<file path="config.mk">
export PLATFORM = sky130hd
export DESIGN_NAME = led_breath_env_flat
export DESIGN_NICKNAME = d
export VERILOG_FILES = /design/src/rtl/led_pkg.sv /design/src/rtl/led_breath_env_if.sv /design/src/rtl/led_step_div.sv /design/src/rtl/led_breath_env.sv /design/src/flat_wrapper.sv
export SDC_FILE = /design/constraint.sdc
export NUM_CORES = 1
export LEC_CHECK = 0
export BUFFER_PORTS_ARGS = -buffer_cell sky130_fd_sc_hd__buf_2
export CORE_MARGIN = 2
export CORE_UTILIZATION = 45
export CTS_CLUSTER_SIZE = 14
export DETAILED_ROUTE_END_ITERATION = 16
export HOLD_SLACK_MARGIN = 0.02
export PLACE_DENSITY = 0.64
export REMOVE_ABC_BUFFERS = 1
export SLEW_MARGIN = 20
export SYNTH_ARGS = -nofsm -noshare
export SYNTH_HDL_FRONTEND = slang
export SYNTH_SLANG_ARGS = --single-unit
</file>
<file path="constraint.sdc">
create_clock -name clk -period 3 [get_ports clk]
set_input_delay 0.15 -clock clk [delete_from_list [all_inputs] [get_ports clk]]
set_output_delay 0.15 -clock clk [all_outputs]
set_load 0.05 [all_outputs]
</file>
<file path="src/rtl/led_pkg.sv">
// Shared definitions for the LED breathing envelope generator.
// State encoding, default widths and the intensity ceiling helper.
package led_pkg;

    localparam int LED_INT_W  = 4;
    localparam int LED_DIV_W  = 16;
    localparam int LED_HOLD_W = 8;

    typedef enum logic [2:0] {
        ST_IDLE    = 3'd0,
        ST_RISE    = 3'd1,
        ST_HOLD_HI = 3'd2,
        ST_FALL    = 3'd3,
        ST_HOLD_LO = 3'd4
    } state_t;

    function automatic int int_max(input int w);
        return (1 << w) - 1;
    endfunction

endpackage

</file>
<file path="src/rtl/led_breath_env_if.sv">
// Configuration and output bundle of the breathing envelope.
// master drives config and watches the envelope; slave is the generator.
interface led_breath_env_if #(
    parameter int INT_W  = led_pkg::LED_INT_W,
    parameter int DIV_W  = led_pkg::LED_DIV_W,
    parameter int HOLD_W = led_pkg::LED_HOLD_W
);
    logic              en;
    logic [DIV_W-1:0]  step_div;
    logic [HOLD_W-1:0] hold_hi;
    logic [HOLD_W-1:0] hold_lo;
    logic [INT_W-1:0]  intensity;
    logic              int_upd;
    logic [2:0]        phase;
    logic              cycle_done;

    modport master (
        output en, step_div, hold_hi, hold_lo,
        input  intensity, int_upd, phase, cycle_done
    );

    modport slave (
        input  en, step_div, hold_hi, hold_lo,
        output intensity, int_upd, phase, cycle_done
    );
endinterface

</file>
<file path="src/rtl/led_step_div.sv">
// Step-rate divider: one tick every div+1 clocks while run is high.
// The count is held at zero whenever run is low.
module led_step_div #(
    parameter int DIV_W = 16
) (
    input  logic             clk,
    input  logic             rst_n,
    input  logic             run,
    input  logic [DIV_W-1:0] div,
    output logic             tick
);
    logic [DIV_W-1:0] cnt_q;

    assign tick = run && (cnt_q == div);

    // Free-running count that wraps on the tick and clears when stopped.
    always_ff @(posedge clk or negedge rst_n) begin
        if (!rst_n) begin
            cnt_q <= '0;
        end else if (!run || tick) begin
            cnt_q <= '0;
        end else begin
            cnt_q <= cnt_q + 1'b1;
        end
    end
endmodule

</file>
<file path="src/rtl/led_breath_env.sv">
// Breathing brightness envelope: rise, hold high, fall, hold low.
// Config is sampled only at the start of each envelope cycle.
module led_breath_env #(
    parameter int INT_W  = led_pkg::LED_INT_W,
    parameter int DIV_W  = led_pkg::LED_DIV_W,
    parameter int HOLD_W = led_pkg::LED_HOLD_W
) (
    input  logic           clk,
    input  logic           rst_n,
    led_breath_env_if.slave bus
);
    import led_pkg::*;

    localparam logic [INT_W-1:0] MAX    = INT_W'(int_max(INT_W));
    localparam logic [INT_W-1:0] MAX_M1 = MAX - 1'b1;
    localparam logic [INT_W-1:0] ONE    = INT_W'(1);

    state_t            st_q, st_d;
    logic [INT_W-1:0]  int_q, int_d;
    logic [HOLD_W-1:0] hold_q, hold_d;
    logic [HOLD_W-1:0] hold_inc;
    logic [DIV_W-1:0]  div_l;
    logic [HOLD_W-1:0] hhi_l;
    logic [HOLD_W-1:0] hlo_l;
    logic              upd_q, upd_d;
    logic              done_q, done_d;
    logic              latch;
    logic              run;
    logic              tick;

    // The divider only runs in an active state with the enable still high,
    // so dropping en clears the count on the same edge as the FSM.
    assign run      = bus.en && (st_q != ST_IDLE);
    assign hold_inc = hold_q + 1'b1;

    led_step_div #(
        .DIV_W(DIV_W)
    ) u_div (
        .clk  (clk),
        .rst_n(rst_n),
        .run  (run),
        .div  (div_l),
        .tick (tick)
    );

    // Next-state, next-intensity and pulse decode.
    always_comb begin
        st_d   = st_q;
        int_d  = int_q;
        hold_d = hold_q;
        upd_d  = 1'b0;
        done_d = 1'b0;
        latch  = 1'b0;
        if (!bus.en) begin
            st_d   = ST_IDLE;
            int_d  = '0;
            hold_d = '0;
            upd_d  = (int_q != '0);
        end else begin
            case (st_q)
                ST_IDLE: begin
                    st_d   = ST_RISE;
                    int_d  = '0;
                    hold_d = '0;
                    latch  = 1'b1;
                end
                ST_RISE: begin
                    if (tick) begin
                        int_d = int_q + 1'b1;
                        upd_d = 1'b1;
                        if (int_q == MAX_M1) begin
                            hold_d = '0;
                            st_d   = (hhi_l != '0) ? ST_HOLD_HI : ST_FALL;
                        end
                    end
                end
                ST_HOLD_HI: begin
                    if (tick) begin
                        hold_d = hold_inc;
                        if (hold_inc == hhi_l) begin
                            st_d = ST_FALL;
                        end
                    end
                end
                ST_FALL: begin
                    if (tick) begin
                        int_d = int_q - 1'b1;
                        upd_d = 1'b1;
                        if (int_q == ONE) begin
                            if (hlo_l != '0) begin
                                st_d   = ST_HOLD_LO;
                                hold_d = '0;
                            end else begin
                                st_d   = ST_RISE;
                                done_d = 1'b1;
                                latch  = 1'b1;
                            end
                        end
                    end
                end
                ST_HOLD_LO: begin
                    if (tick) begin
                        hold_d = hold_inc;
                        if (hold_inc == hlo_l) begin
                            st_d   = ST_RISE;
                            done_d = 1'b1;
                            latch  = 1'b1;
                        end
                    end
                end
                default: begin
                    st_d   = ST_IDLE;
                    int_d  = '0;
                    hold_d = '0;
                    upd_d  = (int_q != '0);
                end
            endcase
        end
    end

    // State, intensity, hold count and output pulse registers.
    always_ff @(posedge clk or negedge rst_n) begin
        if (!rst_n) begin
            st_q   <= ST_IDLE;
            int_q  <= '0;
            hold_q <= '0;
            upd_q  <= 1'b0;
            done_q <= 1'b0;
        end else begin
            st_q   <= st_d;
            int_q  <= int_d;
            hold_q <= hold_d;
            upd_q  <= upd_d;
            done_q <= done_d;
        end
    end

    // Config snapshot taken at each envelope start.
    always_ff @(posedge clk or negedge rst_n) begin
        if (!rst_n) begin
            div_l <= '0;
            hhi_l <= '0;
            hlo_l <= '0;
        end else if (latch) begin
            div_l <= bus.step_div;
            hhi_l <= bus.hold_hi;
            hlo_l <= bus.hold_lo;
        end
    end

    assign bus.intensity  = int_q;
    assign bus.int_upd    = upd_q;
    assign bus.phase      = st_q;
    assign bus.cycle_done = done_q;
endmodule

</file>
<file path="src/flat_wrapper.sv">
// flat-port wrapper written by rule: the top's interface ports become plain ports
module led_breath_env_flat import led_pkg::*;
#(
    parameter int INT_W  = led_pkg::LED_INT_W,
    parameter int DIV_W  = led_pkg::LED_DIV_W,
    parameter int HOLD_W = led_pkg::LED_HOLD_W
)
  (clk, rst_n, bus_en, bus_step_div, bus_hold_hi, bus_hold_lo, bus_intensity, bus_int_upd, bus_phase, bus_cycle_done);
  led_breath_env_if #(.INT_W(INT_W), .DIV_W(DIV_W), .HOLD_W(HOLD_W)) bus_i ();
  input  logic clk;
  input  logic rst_n;
  input wire logic [$bits(bus_i.en)-1:0] bus_en;
  input wire logic [$bits(bus_i.step_div)-1:0] bus_step_div;
  input wire logic [$bits(bus_i.hold_hi)-1:0] bus_hold_hi;
  input wire logic [$bits(bus_i.hold_lo)-1:0] bus_hold_lo;
  output wire logic [$bits(bus_i.intensity)-1:0] bus_intensity;
  output wire logic [$bits(bus_i.int_upd)-1:0] bus_int_upd;
  output wire logic [$bits(bus_i.phase)-1:0] bus_phase;
  output wire logic [$bits(bus_i.cycle_done)-1:0] bus_cycle_done;
  assign bus_i.en = bus_en;
  assign bus_i.step_div = bus_step_div;
  assign bus_i.hold_hi = bus_hold_hi;
  assign bus_i.hold_lo = bus_hold_lo;
  assign bus_intensity = bus_i.intensity;
  assign bus_int_upd = bus_i.int_upd;
  assign bus_phase = bus_i.phase;
  assign bus_cycle_done = bus_i.cycle_done;
  led_breath_env #(.INT_W(INT_W), .DIV_W(DIV_W), .HOLD_W(HOLD_W)) u_core (.clk(clk), .rst_n(rst_n), .bus(bus_i));
endmodule
</file>
==> reports/metrics.yaml, run 1 <==
synth:
  ys_types: 54
  ys_seq_elements: 65
  synth-main-ff-cell: "dfrtp_1"
  synthTopCellsByArea: "dfrtp_1, xnor2_1, o41ai_1"
  yosysTopAreaCellShare_pct: 33.7
  async_reset_ff_share_pct: 100
  synth_top_area_cell: "dfrtp_1"
  syn_area_per_cell_sq_um: 8.58
  synth_area_sq_um: 4820
  synth_top_cells_by_count: "dfrtp_1, nand3_1, a21oi_1, inv_1, clkbuf_1"
  synth.most_common_cell: "dfrtp_1"
  yosys_warnings: 0
  synth_edf_count: 0
  synth_cells: 562
  seq_area_frac_synth_pct: 33.7
cells_and_area:
  n_antenna_cell: 0
  fin_cells: 724
  drive_gt1_share_pct: 17.2
  n_fill_cell: 998
  area_growth_pct: 10.4
  finalNetCount: 625
  final_util_pct: 51.3
timing:
  hold_slack_ns: -0.0219
  hold_viol: 16
  slew_violations: 0
  maxClockFrequency_mhz: 355
  period_share_pct: 93.9
  finalCriticalPeriod_ns: 2.82
  worst_pin_slew_ns: 0.878
  rsz0062_at_grt: "false"
  fin_ws_ns: 0.184
  fin_setup_tns_ns: 0
  skew_ns: 0.00909
  setup_viol: 0
  relSlewSlack_pct: 41.5
worst_setup_path:
  cp_cell_sequence: "ha_1 -> xor2_1 -> a211oi_1 -> nand4b_1 -> or4_1 -> buf_4 -> o22ai_1 -> mux2i_1"
  r2r-start: "u_core.hold_q[1]"
  cpPeakStageDelay_ns: 0.49
  critPathLaunchType: "flip-flop"
  end_kind: "flip-flop"
  crit_required_ns: 3.27
  critical_path_class: "flip-flop to flip-flop"
  startpoint: "u_core.hold_q[1]"
  arrival_ns: 3.08
  crit_fanout: 33
  slowest_stage: "or4_1"
flow_run:
  drv_cap: 0
detailed_routing:
  routed_wl_um: 13500
  post_drt_wl_per_cell_um: 18.6
  drtAntennaViolNets: 0
  route.vias.total: 4560
  drt_iter0_markers: 379
  post_drt_via_cell_ratio: 6.30
  drt_pre_antenna_iters: 5
  drc: 0
die:
  ioPinCount: 44
  die_w_um: 108
  core-area_sq_um: 10400
  dieArea_sq_um: 11600
  die_y_um: 108
  start_util_pct: 46.5
  fp-row-count: 37
global_route:
  grt_max_degree: 66
  grt_pass1_vias: 4471
  gr-total-overflow: 0
  grt.total_usage_pct: 24.5
  grt_pass1_wl_um: 22700
  antenna_found_initial: 0
clocking:
  cts.sinks: 65
  post_cts_buffers: 0
  clockRootBuffer: "clkbuf_8"
  htreeDepth: 3
  cts_buffers: 9
  clockBufferDepth: 2
  cts_tree: "done"
  cts_resized: 0
  clk_pin_slew_worst_paths_ns: 0.08
  clk_latency_ns: 0.35
  hold_buffers: 0
placed_design:
  dp_hpwl_um: 8560
  place_inst: 708
  io_buffers: 43
  routabilityCongestion: 0.924
  pre_cts_ws_ns: 0.235
power:
  p_leak_nw: 2.09
  peakVddDrop_mv: 0.233
  power.density_nw_per_um2: 444
outcome:
  violations: "negative hold slack"
  status: "finished, violations left"
worst_hold_path:
  hold_class: "input pin to async pin"
==> layout make-up <==
cell class | instances | area (sq um) | share of cell area (%)
multi-input combinational | 406 | 2820 | 52.9
clock inverter | 7 | 76.3 | 1.43
sequential | 65 | 1630 | 30.6
tap | 136 | 170 | 3.20
clock buffer | 9 | 124 | 2.33
inverter | 41 | 154 | 2.89
timing repair buffer | 60 | 355 | 6.67
==> routing by layer <==
layer	part of all wire (%)	GRT usage (%)	wire [um]	vias to the layer above
li1	-	-	-	2166
met1	47	34.0	6290	2208
met2	45	38.1	6120	164
met3	6.0	4.90	805	22
met4	1.8	8.24	246	0
met5	0	0	0	-
==> registers in the layout, indices dropped and copies added, names as in the netlist <==
signal                 flops
u_core.bus.cycle_done      1
u_core.bus.int_upd         1
u_core.bus.intensity       4
u_core.bus.phase           3
u_core.div_l              16
u_core.hhi_l               8
u_core.hlo_l               8
u_core.hold_q              8
u_core.u_div.cnt_q        16
==> cells by family (layout without fill, tap and decap cells) <==
group,Yosys count,in the layout,share of synthesized area [%]
XOR/XNOR,53,53,9.63
flip-flops,65,65,33.7
buffers and inverters,91,117,8.04
multiplexers,3,3,0.675
adder cells (fa/ha/maj),7,7,1.82
AND/OR/NAND/NOR,159,159,17.1
AO/OA/AOI/OAI,184,184,29.0
==> through the flow <==
step | instance area, sq um | total power [W] | hold slack [ns]
after detailed placement | 5120 | 0.00159 | 0.406
after global placement | 5120 | 0.00158 | 0.410
after floorplan | 4590 | 0.00142 | -0.146
after CTS | 5320 | 0.00237 | 0.0322
after global routing | 5320 | 0.00249 | 0.0684
final | 5320 | 0.00236 | -0.0219
==> power by group <==
part | switching (W) | leakage, nW | internal (W)
Sequential | 0.000140 | 0.803 | 0.000967
Combinational | 0.000251 | 1.19 | 0.000226
Clock | 0.000387 | 0.0966 | 0.000391
==> critical path: cells and delay by family, from the launching register on <==
family / cells / cell delay, ns
AND/OR/NAND/NOR: 2 / 0.65
multiplexers: 1 / 0.22
buffers and inverters: 1 / 0.30
XOR/XNOR: 1 / 0.19
AO/OA/AOI/OAI: 2 / 0.59
flip-flops: 1 / 0.42
adder cells (fa/ha/maj): 1 / 0.36
==> worst paths after layout <==
path                                            end  cells past startpoint  slack (ns)
worst max-delay path            u_core.bus.phase[2]                      8        0.18
min in group clk                   u_core.div_l[10]                      3        0.10
worst min register to register     u_core.div_l[11]                      2        0.57
worst max register to register  u_core.bus.phase[2]                      8        0.18
max in group asynchronous          u_core.hold_q[3]                      2        2.42
worst min-delay path                u_core.hlo_l[6]                      2       -0.02
==> cell usage in the layout (no fill, tap or decap), drive strengths merged, types with 4 or more instances in the layout <==
cell type / n
nor3: 6
and3: 5
dfrtp: 65
o2111ai: 24
a31oi: 5
o211ai: 40
nor4: 6
nand4: 10
nor2: 36
xor2: 18
a311oi: 4
xnor2: 35
o21ai: 21
a21oi: 40
nand2: 19
buf: 60
nand2b: 5
o41ai: 33
nand3: 54
clkbuf: 9
ha: 7
inv: 43
Power figures use the tool's default switching activity.
==> run 2: changes to the inputs <==
--- a/config.mk
+++ b/config.mk
@@ -11,9 +11,10 @@
 export CTS_CLUSTER_SIZE = 14
 export DETAILED_ROUTE_END_ITERATION = 16
 export HOLD_SLACK_MARGIN = 0.02
-export PLACE_DENSITY = 0.64
+export PLACE_DENSITY = 0.65
 export REMOVE_ABC_BUFFERS = 1
 export SLEW_MARGIN = 20
 export SYNTH_ARGS = -nofsm -noshare
 export SYNTH_HDL_FRONTEND = slang
+export SYNTH_HIERARCHICAL = 1
 export SYNTH_SLANG_ARGS = --single-unit
==> run 2 against run 1 <==
The flow now finishes without violations. Worst hold slack better by 0.058 ns. Critical path depth up 1. Die area down 19%. Sequential cell count unchanged. Global-route usage down 5.4 points. Register-to-register slack about the same. Utilization up 1.8 points. Combinational power up 94%. First-iteration DRC count down 64%.
==> reports/metrics.yaml, run 2 <==
outcome:
  status: "finished clean"
synth:
  synth_top_area_cell: "dfrtp_1"
  yosysTopAreaCellShare_pct: 41.9  # +8.2 points
  syn_area_per_cell_sq_um: 10.7  # +24%
  synthTopCellsByArea: "dfrtp_1, mux2_4, xnor2_1"
  synth.most_common_cell: "dfrtp_1"
  seq_area_frac_synth_pct: 41.9  # +8.2 points
  synth_edf_count: 0  # unchanged
  ys_types: 51  # -5.6%
  yosys_warnings: 6  # +6
  async_reset_ff_share_pct: 100  # unchanged
  synth_top_cells_by_count: "dfrtp_1, xnor2_1, mux2_4"
  synth_cells: 364  # -35%
  ys_seq_elements: 65  # unchanged
  synth_area_sq_um: 3880  # -20%
  synth-main-ff-cell: "dfrtp_1"
timing:
  maxClockFrequency_mhz: 356  # +0.36%
  period_share_pct: 93.5  # -0.34 points
  fin_setup_tns_ns: 0  # unchanged
  worst_pin_slew_ns: 0.858  # -0.0201 ns
  relSlewSlack_pct: 42.6  # +1.1 points
  setup_viol: 0  # unchanged
  hold_slack_ns: 0.0362  # +0.0580 ns
  skew_ns: 0.00750  # -0.00160 ns
  slew_violations: 0  # unchanged
  hold_viol: 0  # -16
  finalCriticalPeriod_ns: 2.81  # -0.0101 ns
  fin_ws_ns: 0.194  # +0.0101 ns
  rsz0062_at_grt: "false"
detailed_routing:
  drc: 0  # unchanged
  routed_wl_um: 8580  # -36%
  post_drt_wl_per_cell_um: 16.5  # -11%
  post_drt_via_cell_ratio: 5.49  # -13%
  route.vias.total: 2861  # -37%
  drtAntennaViolNets: 0  # unchanged
  drt_pre_antenna_iters: 4  # -1
  drt_iter0_markers: 135  # -64%
die:
  core-area_sq_um: 8300  # -20%
  fp-row-count: 33  # -11%
  die_y_um: 96.8  # -9.9%
  ioPinCount: 44  # unchanged
  dieArea_sq_um: 9380  # -19%
  start_util_pct: 46.7  # +0.24 points
  die_w_um: 96.8  # -9.9%
power:
  p_clk_share_pct: 26.8  # -6.1 points
  seq_power_share_pct: 42.4  # -4.5 points
  switching_share_pct: 31.6  # -1.4 points
  p_sw_w: 0.000949  # +22%
  combPwrFrac_pct: 30.8  # +11 points
  internal_power_w: 0.00206  # +30%
  peakVddDrop_mv: 0.425  # +82%
  p_leak_nw: 1.95  # -6.6%
  power.density_nw_per_um2: 682  # +54%
cells_and_area:
  drive_gt1_share_pct: 26.0  # +8.8 points
  reg.largest.list: "u_core/div_l: 16 flops, u_core/u_div/cnt_q: 16 flops"
  final_cell_mix: "dfrtp_1, buf_2, xnor2_1, mux2_4, nor2_1"
  seqCellArea_sq_um: 1630  # unchanged
  n_fill_cell: 732  # -27%
  n_antenna_cell: 0  # unchanged
  finalNetCount: 453  # -28%
  final_common_cell: "dfrtp_1"
  multiInputGateArea_sq_um: 2080  # -26%
  fin_area_sq_um: 4410  # -17%
  area_growth_pct: 13.6
placed_design:
  dp_hpwl_um: 6320  # -26%
  routabilityCongestion: 0.871  # -5.7%
  pre_cts_ws_ns: 0.219  # -0.0163 ns
  io_buffers: 43  # unchanged
  placement.cell_area_sq_um: 4180  # -19%
worst_hold_path:
  hold_class: "input pin to flip-flop"
  whs_path_depth: 2
clocking:
  clockRootBuffer: "clkbuf_8"
  cts.sinks: 65  # unchanged
  cts_buffers: 9  # unchanged
  cts_tree: "done"
  cts_resized: 0  # unchanged
  clk_latency_ns: 0.34  # about the same
  clk_pin_slew_worst_paths_ns: 0.07  # about the same
  htreeDepth: 3  # unchanged
  clockBufferDepth: 2  # unchanged
worst_setup_path:
  crit_fanout: 32  # -3.0%
  rr_worst_depth: 9  # +1
  crit_required_ns: 3.23  # -0.04 ns
  critical_path_class: "flip-flop to flip-flop"
  critPathLaunchType: "flip-flop"
  arrival_ns: 3.03  # -0.05 ns
  rrSetupSlack_ns: 0.19  # about the same
  end_kind: "flip-flop"
flow_run:
  drv_cap: 0  # unchanged
global_route:
  grt_max_degree: 33  # -50%
  gr-total-overflow: 0  # unchanged
  antenna_found_initial: 0  # unchanged
  gr-usage-met1_pct: 27.8  # -6.2 points
  grt_pass1_vias: 2799  # -37%
  use_met2_pct: 28.3  # -9.8 points
  grt.total_usage_pct: 19.1  # -5.4 points
  grt_pass1_wl_um: 14500  # -36%
  grt.busiest_layer: "met2"
  grt_util_met3_pct: 4.26  # -0.64 points
-- run 2: changes by cell type after synthesis, moves of 7 or more --
cell / previous run / this run
a21oi_1: 40 / 16
mux2_4: 0 / 30
nand3_1: 54 / 19
o2111ai_1: 17 / 0
o211ai_1: 32 / 2
o21ai_0: 20 / 11
o211ai_2: 8 / 0
clkbuf_1: 37 / 3
inv_1: 40 / 10
o41ai_1: 33 / 0
nor3_1: 6 / 15
nor2_1: 34 / 27
o2111ai_2: 7 / 0
-- run 2: area by class of cell --
class / count / area share (%)
Inverter: 10 / 0.852
Multi-Input combinational cell: 271 / 47.3
Timing Repair Buffer: 54 / 7.16
Sequential cell: 65 / 36.9
Clock inverter: 5 / 1.82
Tap cell: 105 / 2.98
Clock buffer: 11 / 2.98
-- run 2: metrics by stage --
step	std cells	total power [W]	util (%)
3_3_place_gp	503	0.00219	50.3
2_1_floorplan	346	0.00195	-
5_1_grt	521	0.00317	53.1
3_5_place_dp	503	0.00221	50.3
6_report	521	0.00301	53.1
4_1_cts	521	0.00303	53.1
-- run 2: logic make-up after synthesis --
group / after synthesis / share of synthesized area, %
adders and majority gates: 7 / 2.26
xor gates and xnor gates: 51 / 11.7
DFF: 65 / 41.9
buffers and inverters: 28 / 4.32
AOI/OAI and AO/OA: 56 / 10.0
and+or+nand+nor: 122 / 16.7
muxes: 35 / 13.0
-- run 2: worst paths after layout --
path,from,end
max in group asynchronous,rst_n,u_core/hhi_l[6]
max,u_core/hold_q[0],u_core/hhi_l[0]
min in group asynchronous,rst_n,u_core/hold_q[1]
min,bus_step_div[9],u_core/div_l[9]
max reg2reg,u_core/hold_q[0],u_core/hhi_l[0]
min reg2reg,u_core/div_l[1],u_core/div_l[1]
-- run 2: timing repair --
item	4_1_cts	5_1_grt
hold buffers	2	0
buffers inserted	0	0
setup endpoints to repair	0	0
hold endpoints to repair	16	0
-- run 2: power groups by stage --
| stage | clock [W] | combinational (W) | sequential, W |
|---|---|---|---|
| finish | 0.000806 | 0.000927 | 0.00127 |
| global route | 0.000860 | 0.00101 | 0.00130 |
| CTS | 0.000824 | 0.000933 | 0.00127 |
| detailed placement | 0 | 0.000925 | 0.00129 |
| global placement | 0 | 0.000910 | 0.00128 |
| floorplan | 0 | 0.000707 | 0.00125 |
-- run 2: critical path: stages, from the launching register on --
cell and delay (ns):
dfrtp_1 0.55, ha_1 0.34, and3_4 0.24, and3_1 0.27, xnor2_1 0.14, nand4_1 0.21
o31ai_4 0.31, a22oi_4 0.09, buf_12 0.21, mux2_4 0.32
-- run 2: layer usage --
metal	up-vias	wire length, um
li1	1395	-
met1	1375	4210
met2	82	3820
met3	9	428
met4	0	116
met5	-	0
==> run 3: changes to the inputs <==
--- a/config.mk
+++ b/config.mk
@@ -8,11 +8,12 @@
 export BUFFER_PORTS_ARGS = -buffer_cell sky130_fd_sc_hd__buf_2
 export CORE_MARGIN = 2
 export CORE_UTILIZATION = 45
-export CTS_CLUSTER_SIZE = 14
+export CTS_CLUSTER_SIZE = 12
 export DETAILED_ROUTE_END_ITERATION = 16
 export HOLD_SLACK_MARGIN = 0.02
 export PLACE_DENSITY = 0.65
 export REMOVE_ABC_BUFFERS = 1
+export SETUP_SLACK_MARGIN = 0.4
 export SLEW_MARGIN = 20
 export SYNTH_ARGS = -nofsm -noshare
 export SYNTH_HDL_FRONTEND = slang
==> run 3 against run 2 <==
Total power increased by 0.11%. Wire length is essentially flat. Sequential cell count unchanged. Maximum frequency rose by 11%. Register-to-register slack better by 0.28 ns.
==> reports/metrics.yaml, run 3 (synthesis gave the netlist of run 2 again) <==
placed_design:
  routabilityCongestion: 0.871  # unchanged
  pre_cts_ws_ns: 0.219  # unchanged
  dp_hpwl_um: 6320  # unchanged
  io_buffers: 43  # unchanged
clocking:
  cts_tree: "done"
  clk_pin_slew_worst_paths_ns: 0.07  # about the same
  cts_buffers: 9  # unchanged
  htreeDepth: 3  # unchanged
  clk_latency_ns: 0.34  # about the same
  cts.sinks: 65  # unchanged
  clockBufferDepth: 2  # unchanged
  clockRootBuffer: "clkbuf_8"
worst_setup_path:
  cpPeakStageDelay_ns: 0.46  # -0.09 ns
  critical-path-top-delay-family: "simple AND/OR/NAND/NOR gates"
  arrival_ns: 2.75  # -0.28 ns
  critical_path_class: "flip-flop to flip-flop"
  path_buf_inv: 1  # unchanged
  end_kind: "flip-flop"
  cp_cell_sequence: "ha_4 -> and3_4 -> and3_2 -> xnor2_1 -> nand4_1 -> o31ai_4 -> a22oi_4 -> buf_12 -> mux2_4"
  crit_required_ns: 3.22  # about the same
  rrSetupSlack_ns: 0.47  # +0.28 ns
  critPathLaunchType: "flip-flop"
  slowest_stage: "dfrtp_2"
  crit_fanout: 32  # unchanged
timing:
  skew_ns: 0.00701  # -0.000487 ns
  fin_setup_tns_ns: 0  # unchanged
  maxClockFrequency_mhz: 396  # +11%
  relSlewSlack_pct: 42.6  # about the same
  fin_ws_ns: 0.474  # +0.280 ns
  worst_pin_slew_ns: 0.858  # -0.000361 ns
  rsz0062_at_grt: "true"
  period_share_pct: 84.2  # -9.3 points
  finalCriticalPeriod_ns: 2.53  # -0.280 ns
  setup_viol: 0  # unchanged
  slew_violations: 0  # unchanged
  hold_viol: 0  # unchanged
cells_and_area:
  finalNetCount: 455  # +0.44%
  area_growth_pct: 15.1
  n_antenna_cell: 0  # unchanged
  drive_gt1_share_pct: 28.9  # +3.0 points
  reg.largest.list: "u_core/div_l: 16 flops, u_core/u_div/cnt_q: 16 flops"
  final_cell_mix: "dfrtp_1, buf_2, xnor2_1, mux2_4, nor2_1"
  final_common_cell: "dfrtp_1"
detailed_routing:
  drt_pre_antenna_iters: 4  # unchanged
  route.vias.total: 2889  # +0.98%
  post_drt_via_cell_ratio: 5.52  # +0.59%
  drt_iter0_markers: 122  # -9.6%
  routed_wl_um: 8570  # about the same
  post_drt_wl_per_cell_um: 16.4  # -0.42%
  drtAntennaViolNets: 0  # unchanged
  drc: 0  # unchanged
global_route:
  grt.total_usage_pct: 19.1  # unchanged
  grt_pass1_vias: 2804  # +0.18%
  antenna_found_initial: 0  # unchanged
  grt_pass1_wl_um: 14500  # unchanged
  gr-total-overflow: 0  # unchanged
  grt_max_degree: 33  # unchanged
power:
  switching_share_pct: 31.6  # about the same
  p_clk_share_pct: 26.7  # about the same
  power_w: 0.00301  # +0.11%
  internal_power_w: 0.00206  # +0.13%
  p_sw_w: 0.000950  # about the same
  combPwrFrac_pct: 31.0  # +0.2 points
  power.density_nw_per_um2: 674  # -1.2%
  seq_power_share_pct: 42.3  # about the same
  peakVddDrop_mv: 0.425  # about the same
  p_leak_nw: 1.96  # about the same
die:
  start_util_pct: 46.7  # unchanged
  fp-row-count: 33  # unchanged
  die_w_um: 96.8  # unchanged
  core-area_sq_um: 8300  # unchanged
  ioPinCount: 44  # unchanged
  die_y_um: 96.8  # unchanged
  dieArea_sq_um: 9380  # unchanged
worst_hold_path:
  hold_class: "input pin to flip-flop"
flow_run:
  drv_cap: 0  # unchanged
outcome:
  status: "finished clean"
run 3: cell count changes in the layout (fill, tap and decap cells not counted), moves of 2 or more:
cell,change
and3_1,-2
dfrtp_2,+4
dfrtp_1,-4
buf_4,+2
and3_2,+2
run 3: what timing repair did:
action,CTS,global route
gates resized for setup,2,12
gates cloned,0,0
endpoints found under the setup margin,34,41
hold endpoints to repair,16,0
pin swaps,0,3
hold buffers,2,0
buffers inserted,2,0
run 3: worst paths after layout:
path	startpoint	end	cells after the start
worst max-delay path	u_core/hold_q[1]	u_core/hhi_l[0]	9
worst max register to register	u_core/hold_q[1]	u_core/hhi_l[0]	9
max in group asynchronous	rst_n	u_core/hhi_l[6]	3
min in group asynchronous	rst_n	u_core/hold_q[3]	2
worst min-delay path	bus_step_div[9]	u_core/div_l[9]	2
worst min register to register	u_core/div_l[1]	u_core/div_l[1]	1
run 3: layer usage:
layer | vias up | GRT usage (%) | wire [um]
met5 | - | 0 | 0
met4 | 0 | 6.28 | 156
met3 | 14 | 4.26 | 435
met2 | 84 | 28.3 | 3820
met1 | 1389 | 27.7 | 4160
li1 | 1402 | - | -
run 3: metrics by stage:
| step | hold slack (ns) | cells | util (%) | cell area (sq um) |
|---|---|---|---|---|
| 2_1_floorplan | -0.146 | 346 | - | 3750 |
| 3_3_place_gp | 0.104 | 503 | 50.3 | 4180 |
| 3_5_place_dp | 0.113 | 503 | 50.3 | 4180 |
| 4_1_cts | 0.0219 | 523 | 53.3 | 4430 |
| 5_1_grt | 0.0259 | 523 | 53.8 | 4470 |
| 6_report | 0.0360 | 523 | 53.8 | 4470 |
run 3: area by class of cell:
cell class              instances  area [sq um]
inverters                      10          37.5
flip-flops and latches         65          1630
repair buffers                 56           330
multi-input cells             271          2120
well taps                     105           131
fillers                       724          3830
clock buffers                  11           131
clock inverters                 5          80.1
run 3: power by group through the flow:
stage | Sequential, W | Clock, W | Combinational, W
final | 0.00127 | 0.000804 | 0.000933
after global routing | 0.00130 | 0.000862 | 0.00102
after CTS | 0.00127 | 0.000824 | 0.000933
after detailed placement | 0.00129 | 0 | 0.000925
after global placement | 0.00128 | 0 | 0.000910
after floorplan | 0.00125 | 0 | 0.000707
